[src/rtl/apb_master_bridge.sv]
// Single-beat command to APB requester bridge: registered IDLE/SETUP/ACCESS FSM
// with wait-state handling, slave error pass-through and a bounded-wait abort.
module apb_master_bridge #(
  parameter int APB_ADDR_WIDTH = 8,
  parameter int APB_DATA_WIDTH = 8,
  parameter int TIMEOUT_CYCLES = 16,
  parameter int TMO_CNT_WIDTH  = 8
) (
  input  logic                      pclk,
  input  logic                      preset,
  // Command handshake: a command is taken at a rising edge where cmd_valid and
  // cmd_ready are both high; the requester holds cmd_valid and the cmd_* fields
  // until then. Responses are a one-cycle rsp_valid pulse with no back-pressure.
  input  logic                      cmd_valid,
  output logic                      cmd_ready,
  input  logic                      cmd_write,
  input  logic [APB_ADDR_WIDTH-1:0] cmd_addr,
  input  logic [APB_DATA_WIDTH-1:0] cmd_wdata,
  output logic                      rsp_valid,
  output logic [APB_DATA_WIDTH-1:0] rsp_rdata,
  output logic                      rsp_err,
  output logic                      rsp_timeout,
  output logic                      psel,
  output logic                      penable,
  output logic                      pwrite,
  output logic [APB_ADDR_WIDTH-1:0] paddr,
  output logic [APB_DATA_WIDTH-1:0] pwdata,
  input  logic [APB_DATA_WIDTH-1:0] prdata,
  input  logic                      pready,
  input  logic                      pslverr,
  output logic [1:0]                state_dbg
);

  typedef enum logic [1:0] {
    IDLE   = 2'd0,
    SETUP  = 2'd1,
    ACCESS = 2'd2
  } state_t;

  localparam int unsigned TMO_LAST = (TIMEOUT_CYCLES == 0) ? 0 : TIMEOUT_CYCLES - 1;

  state_t                   state;
  logic [TMO_CNT_WIDTH-1:0] wait_cnt;
  logic                     tmo_hit;

  // Abort on the edge that would make the wait count reach TIMEOUT_CYCLES.
  assign tmo_hit   = (TIMEOUT_CYCLES != 0) && (wait_cnt == TMO_CNT_WIDTH'(TMO_LAST));
  assign state_dbg = state;

  always_ff @(posedge pclk or posedge preset) begin
    if (preset) begin
      state       <= IDLE;
      wait_cnt    <= '0;
      cmd_ready   <= 1'b0;
      psel        <= 1'b0;
      penable     <= 1'b0;
      pwrite      <= 1'b0;
      paddr       <= '0;
      pwdata      <= '0;
      rsp_valid   <= 1'b0;
      rsp_rdata   <= '0;
      rsp_err     <= 1'b0;
      rsp_timeout <= 1'b0;
    end else begin
      rsp_valid <= 1'b0;
      case (state)
        IDLE: begin
          cmd_ready <= 1'b1;
          if (cmd_valid && cmd_ready) begin
            pwrite    <= cmd_write;
            paddr     <= cmd_addr;
            pwdata    <= cmd_wdata;
            psel      <= 1'b1;
            cmd_ready <= 1'b0;
            wait_cnt  <= '0;
            state     <= SETUP;
          end
        end
        SETUP: begin
          penable <= 1'b1;
          state   <= ACCESS;
        end
        ACCESS: begin
          // Completion takes priority over the abort on the same edge.
          if (pready) begin
            rsp_rdata   <= pwrite ? '0 : prdata;
            rsp_err     <= pslverr;
            rsp_timeout <= 1'b0;
            rsp_valid   <= 1'b1;
            psel        <= 1'b0;
            penable     <= 1'b0;
            cmd_ready   <= 1'b1;
            state       <= IDLE;
          end else if (tmo_hit) begin
            rsp_rdata   <= '0;
            rsp_err     <= 1'b1;
            rsp_timeout <= 1'b1;
            rsp_valid   <= 1'b1;
            psel        <= 1'b0;
            penable     <= 1'b0;
            cmd_ready   <= 1'b1;
            wait_cnt    <= wait_cnt + TMO_CNT_WIDTH'(1);
            state       <= IDLE;
          end else begin
            wait_cnt <= wait_cnt + TMO_CNT_WIDTH'(1);
          end
        end
        default: begin
          psel      <= 1'b0;
          penable   <= 1'b0;
          cmd_ready <= 1'b0;
          state     <= IDLE;
        end
      endcase
    end
  end

endmodule

[config.mk]
export PLATFORM = sky130hd
export DESIGN_NAME = apb_master_bridge
export DESIGN_NICKNAME = d
export VERILOG_FILES = /design/src/rtl/apb_master_bridge.sv
export SDC_FILE = /design/constraint.sdc
export NUM_CORES = 1
export LEC_CHECK = 0
export BUFFER_PORTS_ARGS = -buffer_cell sky130_fd_sc_hd__buf_2
export CAP_MARGIN = 20
export CORE_MARGIN = 4
export CORE_UTILIZATION = 52
export DETAILED_ROUTE_END_ITERATION = 12
export PLACE_DENSITY = 0.95
export SLEW_MARGIN = 20
export SYNTH_ARGS = -nofsm -noshare
export SYNTH_HDL_FRONTEND = slang
export SYNTH_SLANG_ARGS = --single-unit
[constraint.sdc]
create_clock -name pclk -period 3.8 [get_ports pclk]
set_clock_uncertainty 0.15 [all_clocks]
set_input_delay 0.76 -clock pclk [delete_from_list [all_inputs] [get_ports pclk]]
set_output_delay 0.76 -clock pclk [all_outputs]
set_load 0.05 [all_outputs]
**Yosys cells after proc, flatten, opt, wreduce, memory -nomap -nowiden**

Cells that the tools add are included.

- Output and inout port bits: 33
- Logic and storage cells: 56
- Flip-flop bits (word level): 41
- Input bits: 30

- Add/sub/neg operators: 1
- Reduce and logical (&&, ||, !) cells: 11
- Bitwise gates (word level): 2
- Eq/ne operators: 6
- Multiplexer cells: 24

Operator list:

| operator | number |
|---|---|
| 8-bit two-way mux | 5 |
| 8-bit one-hot mux with 2 select lines | 1 |
| 1-bit two-way mux | 11 |
| 2-bit AND reduction | 5 |
| 1-bit one-hot mux with 3 select lines | 3 |
| 8-bit by 1-bit adder with 8-bit output, second input constant | 1 |
| 8-bit by 4-bit == test with 1-bit output, second input constant | 1 |
| 2-bit two-way mux | 3 |
| 2-bit one-hot mux with 3 select lines | 1 |
| 3-bit AND reduction | 2 |
| 2-bit inequality test, second input constant | 2 |
| 2-bit nonzero test | 2 |
| 3-bit inequality test, second input constant | 1 |
| 2-bit by 1-bit == test with 1-bit output, second input constant | 1 |
| 2-bit == test, second input constant | 1 |
| 2-bit zero test | 1 |
| 1-bit NOT | 2 |
| 1-bit logical AND | 1 |

**Logic depth before layout (Yosys ltp)**

- Depth after elaboration: 4
- Mapped depth: 6
- Depth with buffers taken out: 5

**Worst setup path after synthesis**

OpenSTA, ideal clock, no wires.

- Path kind: register -> register
- From: register state[0] (netlist: state_dbg[0])
- To: register pwdata[0]
- Path slack: 1.838 ns
- Path buffers: 3
- Arrival time: 1.687 ns
- Stages on the path, launching flop included: 6
- Path through: dfrtp_1 -> buf_6 -> and4bb_4 -> buf_6 -> buf_4 -> mux2_2

- Word-level cells in the longest chain between the ends: 2

Ends and longest elaborated chain:

| what | line | RTL |
|---|---|---|
| start, declared | 42 | `state_t state;` |
| start signal, assigned | 52 | `state <= IDLE;` |
| start signal, assigned | 76 | `state <= SETUP;` |
| start signal, assigned | 81 | `state <= ACCESS;` |
| 2-bit zero test | 66 | `case (state)` |
| 2-bit AND reduction (no line) | n/a |  |
| end signal, assigned | 72 | `pwdata <= cmd_wdata;` |
| end, declared | 27 | `output logic [APB_DATA_WIDTH-1:0] pwdata,` |

No other way between the ends.
A chain may end at the register's enable or synchronous reset.

**Worst setup path in the final report**

- From: register wait_cnt[0]
- To: register rsp_err

- Word-level cells in the longest chain between the ends: 3

Ends and longest elaborated chain:

| what | line | RTL |
|---|---|---|
| start, declared | 43 | `logic [TMO_CNT_WIDTH-1:0] wait_cnt;` |
| start signal, assigned | 102 | `wait_cnt <= wait_cnt + TMO_CNT_WIDTH'(1);` |
| start signal, assigned | 105 | `wait_cnt <= wait_cnt + TMO_CNT_WIDTH'(1);` |
| 8-bit by 4-bit == test with 1-bit output | 47 | `assign tmo_hit = (TIMEOUT_CYCLES != 0) && (wait_cnt == TMO_CNT_WIDTH'(TMO_LAST));` |
| 2-bit nonzero test (no line) | n/a |  |
| 2-bit AND reduction (no line) | n/a |  |
| end signal, assigned | 87 | `rsp_err <= pslverr;` |
| end, declared | 21 | `output logic rsp_err,` |

No other way between the ends.

==> run metrics <==
Starting DRT DRC Count=61; Area after DPL=2080 um^2; routed length per placed instance=14.2 um; Top FF cell, synth=dfrtp_1; Initial Util=0.562; Max IR drop VDD=592 uV; Congestion Overflow GR=0; final setup TNS=0 ns; Post-synth EDFFs=0; Netlist Area Pre-Place=1770 um^2; Die H=66.4 um; Worst-path clk slew=0.11 ns; Pins Over Slew Limit=0; final non-filler cell area=2170 um^2; Multi-input gate area=677 um^2; nets=241; Worst setup EP type=flop; largest cells by area after synthesis=dfrtp_1, mux2_2, nand2_1; count of final hold-check violations=0; post-layout min period=2.23 ns; hold_ws=0.355 ns; std cell rows=20; share of flip-flops with an asynchronous set or reset=1.00; # diodes=0; pin count of the biggest net entering global routing=42; Final setup viols=0; worst reg-to-reg setup slack=1.57 ns; Slew Limit Headroom=0.369; Clock Sink Count=41; DRC errors left=0; leakage=1.03 nW; sequential area share after synthesis=0.579; syn_nets=178; gr usage total=0.186; hold buffer count at CTS=0; Post-Synth Adder-Cell Area=0.00706; startpoint types=flop; post-synthesis mux area share=0.114; met1 usage=0.224; met2 usage=0.299; worst flop-to-flop path startpoint=wait_cnt[0]; Detailed Route WL=3.63 mm; Slew @ Worst Pin=0.947 ns; Root Driver=clkbuf_4; worst-skew pair later-pin latency=0.34 ns; synth warn=0; Synth top area share=0.579; Finished Layout Cells=255; Vias=1342; register area=1030 um^2; Inst Count DP=247; Compound-Gate Fraction of Synth Area=0.106; # IOs=63; Highest Clock Rate=0.448 GHz; CTS tree=yes; Seq cells post-synth=41; Hold Crit Endpoint=rsp_rdata[4]; CP Class=flop to flop; CTS Buffer Depth=2; gpl congestion=0.791; Detailed Place HPWL=2.70 mm; PD cells=987 nW/um^2; synth unique cells=34; share of layout cells above drive strength 1=0.441; die footprint=4410 um^2; Area Overhead vs Synth=22.3%; critical path arrival=2.32 ns; First-pass DRT Iterations=4; Final Util=0.688; grt peak-use layer=met2; Gates resized, CTS repair=0; M3 GR Usage=0.0561; outcome=complete, no violations; R2R Path End=rsp_err; H-Tree Depth=2; max-cap viol count=0; number of I/O port buffers=62; core area=3150 um^2; post-synthesis simple-gate area fraction=0.135; most instantiated cells after synthesis=dfrtp_1, nand2_1, mux2_2, o21ai_0, a22oi_1; Die Width=66.4 um; hold path depth=2; initial antenna violation count=0; critical hold path startpoint=rsp_rdata[4]; worst-path fanout max=13; CP required=3.88 ns; global-route wire length before repair=6.02 mm; remaining antenna violation count after routing=0; Post-Synth XOR/XNOR Area=0.0198; period utilization=0.587; post-synth top area cell=dfrtp_1; Synth Area per Inst=12.1 um^2; Worst Reg-to-Reg Cells=5; Syn Inst Count=147; Worst Hold Class=flop to flop; total CTS buffers=5; Post-CTS Setup Inserts=0; Fill cells=258; most common cell in the synthesized netlist=dfrtp_1; vias in the first global route=1299; largest family of logic cells by synthesized area=simple AND/OR/NAND/NOR gates; unrepaired setup endpoints after global routing=false; Vias/cell=5.26
[worst max path at each step]
| stage | startpoint | slack [ns] | cells after the start | endpoint |
|---|---|---|---|---|
| 2_1_floorplan | state_dbg[0] | 1.84 | 5 | pwdata[0] |
| 3_3_place_gp | pready | 1.60 | 4 | rsp_err |
| 3_5_place_dp | cmd_valid | 1.55 | 5 | wait_cnt[7] |
| 4_1_cts | wait_cnt[0] | 1.59 | 5 | rsp_err |
| 5_1_grt | wait_cnt[0] | 1.43 | 5 | rsp_err |
| 6_report | wait_cnt[0] | 1.57 | 5 | rsp_err |
[sequential cells by signal (all words and copies together) (netlist names), 2 cells and up]
register   flops
paddr          8
rsp_rdata      8
wait_cnt       8
state_dbg      2
pwdata         8
[per-layer routing]
layer / part of all wire / routed length [um] / up-vias
li1: - / - / 647
met1: 0.40 / 1440 / 651
met2: 0.54 / 1950 / 35
met3: 0.047 / 170 / 9
met4: 0.020 / 72 / 0
met5: 0 / 0 / -
[report_power, final]
group / switching [mW] / internal (mW) / leakage [nW] / total (mW)
sequential: 0.128 / 0.604 / 0.491 / 0.732
clock: 0.130 / 0.157 / 0.0455 / 0.288
combinational: 0.803 / 0.316 / 0.498 / 1.12
[stage by stage]
stage | power [mW] | setup WS, ns
after CTS | 2.15 | 1.59
final | 2.14 | 1.57
after floorplan | 1.65 | 1.84
after global routing | 2.27 | 1.43
after detailed placement | 1.87 | 1.55
after global placement | 1.84 | 1.60
[cell families (layout without fill, tap and decap cells)]
logic type      after synthesis  count (layout)
simple gates                 44              44
buf+inv                       9              73
flops                        41              41
xor+xnor                      4               4
compound gates               30              30
fa+ha+maj                     1               1
mux                          18              18
[final cells by class]
type,instances,area share
timing repair buffer,63,0.147
clock inverter,1,0.0138
multi-input combinational,97,0.312
sequential,41,0.473
clock buffer,7,0.0254
tap,44,0.0254
inverter,2,0.00346
[worst max-delay path: stages (launching register included)]
cell and delay, ns:
dfrtp_1 0.43, ha_1 0.23, and3_1 0.23, a21oi_1 0.74
nor2_1 0.11, o22a_1 0.23
[placed cells by master, fill, tap and decap left out, types with 2 or more instances in the layout]
master,instances
a21oi_1,5
o21ai_0,10
nand3_1,2
o211ai_1,2
nor2b_1,3
a22oi_1,7
buf_2,62
inv_1,2
a31oi_1,2
nand2_1,21
nor2_1,6
dfrtp_1,41
xor2_1,2
mux2_2,18
xnor2_1,2
clkbuf_4,5
(Power assumes the default switching activity.)
